[src/rtl/flash_req_bridge.sv]
// Purpose: single-outstanding CPU request bridge in front of the SPI flash engine (command hold, timeout, response).
// Latency: 1 accept + 1 check + N engine cycles + GAP_CYCLES + 1 response cycle; misaligned requests respond 2 cycles after accept.
// Backpressure: req_ready low from accept until the response is taken; rsp_* held stable while rsp_ready is low.
module flash_req_bridge #(
  parameter logic [23:0] TIMEOUT_CYCLES = 24'd4000000,
  parameter int unsigned GAP_CYCLES     = 4
) (
  input  logic        clk_50MHz,
  input  logic        reset,
  input  logic        req_valid,
  output logic        req_ready,
  input  logic        req_write,
  input  logic [23:0] req_addr,
  input  logic [31:0] req_wdata,
  output logic        rsp_valid,
  input  logic        rsp_ready,
  output logic [31:0] rsp_rdata,
  output logic [1:0]  rsp_err,
  output logic [11:0] rsp_status,
  output logic        flash_en,
  output logic        flash_write,
  output logic [23:0] flash_addr,
  output logic [31:0] flash_data_in,
  input  logic [31:0] flash_data_out,
  input  logic [11:0] flash_state,
  input  logic        flash_ready
);

  typedef enum logic [2:0] {
    IDLE  = 3'd0,
    CHECK = 3'd1,
    BUSY  = 3'd2,
    GAP   = 3'd3,
    RESP  = 3'd4
  } state_t;

  localparam logic [1:0]  ERR_OK   = 2'b00;
  localparam logic [1:0]  ERR_MIS  = 2'b01;
  localparam logic [1:0]  ERR_TMO  = 2'b10;
  localparam logic [23:0] TMO_LAST = TIMEOUT_CYCLES - 24'd1;
  localparam logic [2:0]  GAP_LAST = 3'(GAP_CYCLES - 1);

  state_t      state_q, state_d;
  logic        req_ready_q, req_ready_d;
  logic        rsp_valid_q, rsp_valid_d;
  logic [31:0] rsp_rdata_q, rsp_rdata_d;
  logic [1:0]  rsp_err_q, rsp_err_d;
  logic [11:0] rsp_status_q, rsp_status_d;
  logic        flash_en_q, flash_en_d;
  logic        flash_write_q, flash_write_d;
  logic [23:0] flash_addr_q, flash_addr_d;
  logic [31:0] flash_data_in_q, flash_data_in_d;
  logic        lat_write_q, lat_write_d;
  logic [23:0] lat_addr_q, lat_addr_d;
  logic [31:0] lat_wdata_q, lat_wdata_d;
  logic [23:0] tmo_cnt_q, tmo_cnt_d;
  logic [2:0]  gap_cnt_q, gap_cnt_d;

  // Next-state and next-output logic; every register holds unless its state updates it.
  always_comb begin
    state_d         = state_q;
    req_ready_d     = req_ready_q;
    rsp_valid_d     = rsp_valid_q;
    rsp_rdata_d     = rsp_rdata_q;
    rsp_err_d       = rsp_err_q;
    rsp_status_d    = rsp_status_q;
    flash_en_d      = flash_en_q;
    flash_write_d   = flash_write_q;
    flash_addr_d    = flash_addr_q;
    flash_data_in_d = flash_data_in_q;
    lat_write_d     = lat_write_q;
    lat_addr_d      = lat_addr_q;
    lat_wdata_d     = lat_wdata_q;
    tmo_cnt_d       = tmo_cnt_q;
    gap_cnt_d       = gap_cnt_q;

    case (state_q)
      IDLE: begin
        if (req_valid && req_ready_q) begin
          lat_write_d = req_write;
          lat_addr_d  = req_addr;
          lat_wdata_d = req_wdata;
          req_ready_d = 1'b0;
          state_d     = CHECK;
        end
      end

      CHECK: begin
        if (lat_addr_q[1:0] != 2'b00) begin
          // Misaligned: answer directly, the engine never sees this request.
          rsp_err_d    = ERR_MIS;
          rsp_rdata_d  = 32'h0;
          rsp_status_d = 12'h0;
          rsp_valid_d  = 1'b1;
          state_d      = RESP;
        end else begin
          flash_addr_d    = lat_addr_q;
          flash_write_d   = lat_write_q;
          flash_data_in_d = lat_wdata_q;
          flash_en_d      = 1'b1;
          tmo_cnt_d       = 24'h0;
          state_d         = BUSY;
        end
      end

      BUSY: begin
        tmo_cnt_d = tmo_cnt_q + 24'd1;
        // Completion wins over a simultaneous timeout expiry.
        if (flash_ready) begin
          rsp_rdata_d  = lat_write_q ? 32'h0 : flash_data_out;
          rsp_status_d = flash_state;
          rsp_err_d    = ERR_OK;
          flash_en_d   = 1'b0;
          gap_cnt_d    = 3'h0;
          state_d      = GAP;
        end else if (tmo_cnt_q == TMO_LAST) begin
          rsp_rdata_d  = 32'h0;
          rsp_status_d = flash_state;
          rsp_err_d    = ERR_TMO;
          flash_en_d   = 1'b0;
          gap_cnt_d    = 3'h0;
          state_d      = GAP;
        end
      end

      GAP: begin
        // Keep enable low long enough for the engine to return to idle with cs high.
        if (gap_cnt_q == GAP_LAST) begin
          rsp_valid_d = 1'b1;
          state_d     = RESP;
        end else begin
          gap_cnt_d = gap_cnt_q + 3'd1;
        end
      end

      RESP: begin
        if (rsp_ready) begin
          rsp_valid_d = 1'b0;
          req_ready_d = 1'b1;
          state_d     = IDLE;
        end
      end

      default: begin
        state_d     = IDLE;
        req_ready_d = 1'b1;
        rsp_valid_d = 1'b0;
        flash_en_d  = 1'b0;
      end
    endcase
  end

  // State and registered outputs; synchronous reset discards any request in flight.
  always_ff @(posedge clk_50MHz) begin
    if (reset) begin
      state_q         <= IDLE;
      req_ready_q     <= 1'b1;
      rsp_valid_q     <= 1'b0;
      rsp_rdata_q     <= 32'h0;
      rsp_err_q       <= 2'b00;
      rsp_status_q    <= 12'h0;
      flash_en_q      <= 1'b0;
      flash_write_q   <= 1'b0;
      flash_addr_q    <= 24'h0;
      flash_data_in_q <= 32'h0;
      lat_write_q     <= 1'b0;
      lat_addr_q      <= 24'h0;
      lat_wdata_q     <= 32'h0;
      tmo_cnt_q       <= 24'h0;
      gap_cnt_q       <= 3'h0;
    end else begin
      state_q         <= state_d;
      req_ready_q     <= req_ready_d;
      rsp_valid_q     <= rsp_valid_d;
      rsp_rdata_q     <= rsp_rdata_d;
      rsp_err_q       <= rsp_err_d;
      rsp_status_q    <= rsp_status_d;
      flash_en_q      <= flash_en_d;
      flash_write_q   <= flash_write_d;
      flash_addr_q    <= flash_addr_d;
      flash_data_in_q <= flash_data_in_d;
      lat_write_q     <= lat_write_d;
      lat_addr_q      <= lat_addr_d;
      lat_wdata_q     <= lat_wdata_d;
      tmo_cnt_q       <= tmo_cnt_d;
      gap_cnt_q       <= gap_cnt_d;
    end
  end

  assign req_ready     = req_ready_q;
  assign rsp_valid     = rsp_valid_q;
  assign rsp_rdata     = rsp_rdata_q;
  assign rsp_err       = rsp_err_q;
  assign rsp_status    = rsp_status_q;
  assign flash_en      = flash_en_q;
  assign flash_write   = flash_write_q;
  assign flash_addr    = flash_addr_q;
  assign flash_data_in = flash_data_in_q;

endmodule
[config.mk]
export PLATFORM = sky130hd
export DESIGN_NAME = flash_req_bridge
export DESIGN_NICKNAME = d
export VERILOG_FILES = /design/src/rtl/flash_req_bridge.sv
export SDC_FILE = /design/constraint.sdc
export NUM_CORES = 1
export LEC_CHECK = 0
export ABC_AREA = 1
export CAP_MARGIN = 0
export CORE_ASPECT_RATIO = 0.7
export CORE_UTILIZATION = 43
export CTS_CLUSTER_DIAMETER = 80
export DETAILED_ROUTE_END_ITERATION = 10
export GPL_TIMING_DRIVEN = 0
export PLACE_DENSITY = 0.76
export RECOVER_POWER = 100
export SKIP_CTS_REPAIR_TIMING = 1
export SLEW_MARGIN = 10
export SYNTH_ARGS = -nofsm -noshare
export SYNTH_HDL_FRONTEND = slang
export SYNTH_SLANG_ARGS = --single-unit
[constraint.sdc]
create_clock -name clk_50MHz -period 1.48 [get_ports clk_50MHz]
set_input_delay 0.444 -clock clk_50MHz [delete_from_list [all_inputs] [get_ports clk_50MHz]]
set_output_delay 0.444 -clock clk_50MHz [all_outputs]
set_load 0.05 [all_outputs]
==> metrics.md, run 1 <==
| Metric | Value |
|---|---|
| Status | `finished with violations` |
| Failing checks | `setup timing` |
| Max-cap violations | `0` |
| Hold Path Sink | `flash_addr[0]` |
| Count leader, synth | `dfxtp_1` |
| Final setup fails | `48` |
| Hold wc startpoint | `flash_addr[0]` |
| Clock Path Buffers | `2` |
| # port buffers | `211` |
| Worst Hold Depth | `2` |
| Max-slew headroom | `0.667` |
| # IOs | `212` |
| Final hold slack | `447 ps` |
| Finished Layout Cells | `1449` |
| DRT Pass-1 Iters | `5` |
| Mux share of post-synthesis cell area | `0` |
| Layout cells sized above 1 | `0.256` |
| Netlist cell types | `33` |
| Post-synth top flop | `dfxtp_1` |
| Post-synthesis xor/xnor area fraction | `0` |
| Max-slew violations | `0` |
| Sequential area share after synthesis | `0.516` |
| Worst VDD drop | `0.00113 V` |
| RR Endpoint | `rsp_status[2]` |
| Fillers | `1402` |
| Antenna diode count | `0` |
| Post-Synth Adder-Cell Area | `0.00502` |
| GR Overflow Total | `0` |
| Reg2Reg Depth | `8` |
| Async set or reset register ratio after synthesis | `0` |
| RD Place Congestion | `0.871` |
| Placed cell count | `1403` |
| Fin crit period | `1530 ps` |
| Synth Area in Compound Gates | `0.212` |
| Min-Delay Path Class | `reg2reg` |
| Post-Synth Simple-Gate Area | `0.170` |
| Synth area leader | `dfxtp_1` |
| DRC | `0` |
| H-tree Lvls | `4` |
| Synth warn | `0` |
| RSZ-0062 raised after global routing | `true` |
| Number of clock sinks | `193` |
| Post-DRT Antenna Nets | `0` |
| Vias per cell | `5.10` |
| Critical path required time | `1860 ps` |
| CTS clk-pin slew, worst paths | `80 ps` |
| Seq cells post-synth | `193` |
| GRT Resource Usage Total | `0.243` |
| Leakage power | `0.00440 uW` |
| Final hold violations | `0` |
| Worst setup SP type | `flop` |
| Die width | `160 um` |
| Syn Nets | `1076` |
| Area fraction of the dominant cell type after synthesis | `0.516` |
| Rows | `39` |
| Net count, final | `1320` |
| FF-to-FF Start | `state_q[2]` |
| Hpwl dp | `15.2 mm` |
| Number of synthesized flops with an enable pin | `0` |
| Combinational family with the most area after synthesis | `compound AO/OA/AOI/OAI gates` |
| DIE AREA | `17900 um2` |
| Worst setup margin | `-50.3 ps` |
| Endpoint class of the critical path | `flop` |
| Clock skew | `14.4 ps` |
| First-pass GRT wire length | `34.9 mm` |
| Post-Route WL | `22.4 mm` |
| Setup slack, reg-to-reg | `-50 ps` |
| Cells after Synth | `967` |
| Crit path kind | `reg2reg` |
| Maximum clock rate | `653 MHz` |
| Core area | `16600 um2` |
| Via count | `7391` |
| CTS Root Cell | `clkbuf_16` |
| Syn Std Cell Area | `7480 um2` |
| Area growth syn-to-layout | `46.0%` |
| Drt initial violations | `638` |
| CTS tree | `done` |
| Initial antenna violation count | `0` |
| Clk_lat worst skew | `440 ps` |
| Post-synthesis average cell area | `7.74 um2` |
| Crit path max fanout | `10` |
| Least-Margin Pin Slew | `499 ps` |
| Largest net degree at the start of global routing | `20` |
| Number of global-route vias before repair | `6832` |
| Most frequent cells after synthesis | `193 x dfxtp_1, 182 x a21oi_1, 177 x nand2_1` |
| Power Dens Cells | `1960 nW/um2` |
| Num CTS Buffers | `17` |
| Routed length per instance | `15.4 um` |
| Die height | `112 um` |
| Top cells by area, synth | `dfxtp_1 52%, a21oi_1 12%, nand2_1 8.9%` |
| Critical path arrival | `1910 ps` |
| Initial core utilization | `0.450` |
| Tcrit/Tclk final | `1.03` |
per-layer routing:
metal	vias to the layer above	track usage	part of all wire
li1	3661	-	-
met5	-	0	0
met4	0	0.0558	0.010
met3	20	0.0750	0.077
met2	242	0.369	0.45
met1	3468	0.338	0.46
worst max path at each step:
stage                       startpoint              to  cells after the start
final                       state_q[2]   rsp_status[2]                      8
after global routing      tmo_cnt_q[9]   tmo_cnt_q[22]                      8
after CTS                    req_ready       req_ready                      1
after detailed placement         reset   tmo_cnt_q[12]                      6
after global placement           reset  lat_wdata_q[2]                      6
after floorplan           tmo_cnt_q[0]      rsp_err[0]                      9
registers in the layout (all words and copies together), names as in the netlist, 2 cells and up:
register / count
flash_addr: 24
flash_data_in: 32
gap_cnt_q: 3
lat_addr_q: 24
lat_wdata_q: 32
rsp_err: 2
rsp_rdata: 32
rsp_status: 12
state_q: 3
tmo_cnt_q: 24
stage by stage:
step                      TNS [ps]  utilization  worst slack, ps  area (um2)  power (uW)
final                         -932        0.657            -50.3       10900       21400
after global routing         -6530        0.657             -178       10900       22600
after CTS                   -93960        0.628             -643       10500       20700
after detailed placement   -119880        0.594             -790        9880       16200
after global placement     -115630        0.594             -746        9880       16100
after floorplan                  0            -             32.4        7480       13200
report_power, final:
part | switching [uW] | internal (uW)
sequential | 746 | 6650
clock | 2240 | 2240
combinational | 6270 | 3280
total | 9260 | 12200
kinds of logic (layout without fill, tap and decap cells):
family                     after synthesis  after routing
buffers and inverters                  159            415
and+or+nand+nor                        299            300
DFF                                    193            193
adders and majority gates                3              3
AOI/OAI and AO/OA                      313            313
critical path: stages, from the launching register on:
cell and delay, ps:
dfxtp_2 350, inv_4 90, nand2_1 60, nor2_2 140, nand2_1 170, nand2_4 190
buf_4 200, nand3_1 130, a21oi_2 140
cell type report:
class,count,area [um2],share of cell area
Buffer,61,483,0.0442
Multi-Input combinational cell,616,3200,0.293
Tap cell,225,282,0.0258
Sequential cell,193,3900,0.357
Clock inverter,15,146,0.0134
Timing Repair Buffer,224,2110,0.193
Inverter,98,378,0.0346
Clock buffer,17,425,0.0389
cells in the final DEF (no fill, tap or decap), types with 2 or more instances in the layout:
cell type / instances
buf_8: 5
inv_2: 4
buf_6: 51
nor2_4: 10
buf_4: 76
dfxtp_2: 26
nor2_2: 5
inv_8: 5
dfxtp_1: 165
nor2_1: 47
clkbuf_16: 18
nand2_2: 10
o221ai_1: 2
o21ai_0: 118
clkinvlp_4: 2
a21oi_2: 13
nand2_1: 162
a21oi_1: 169
inv_1: 92
clkinv_4: 3
buf_2: 6
nor3_1: 4
clkinv_8: 2
dfxtp_4: 2
or2_2: 2
clkdlybuf4s50_1: 105
ha_1: 2
nand3_1: 34
clkbuf_2: 21
o21ai_2: 5
nor3_2: 3
clkinv_2: 2
clkbuf_1: 2
clkbuf_4: 16
nand3_2: 5
inv_6: 2
nand2_4: 11
Note: power is estimated with default switching activity, not from simulation.
==> run 2: changes to the inputs <==
--- a/config.mk
+++ b/config.mk
@@ -6,6 +6,7 @@
 export NUM_CORES = 1
 export LEC_CHECK = 0
 export ABC_AREA = 1
+export ABC_CLOCK_PERIOD_IN_PS = 1480
 export CAP_MARGIN = 0
 export CORE_ASPECT_RATIO = 0.7
 export CORE_UTILIZATION = 43
==> results of run 2 <==
The final DEF is identical to that of run 1; final timing and power are the same.
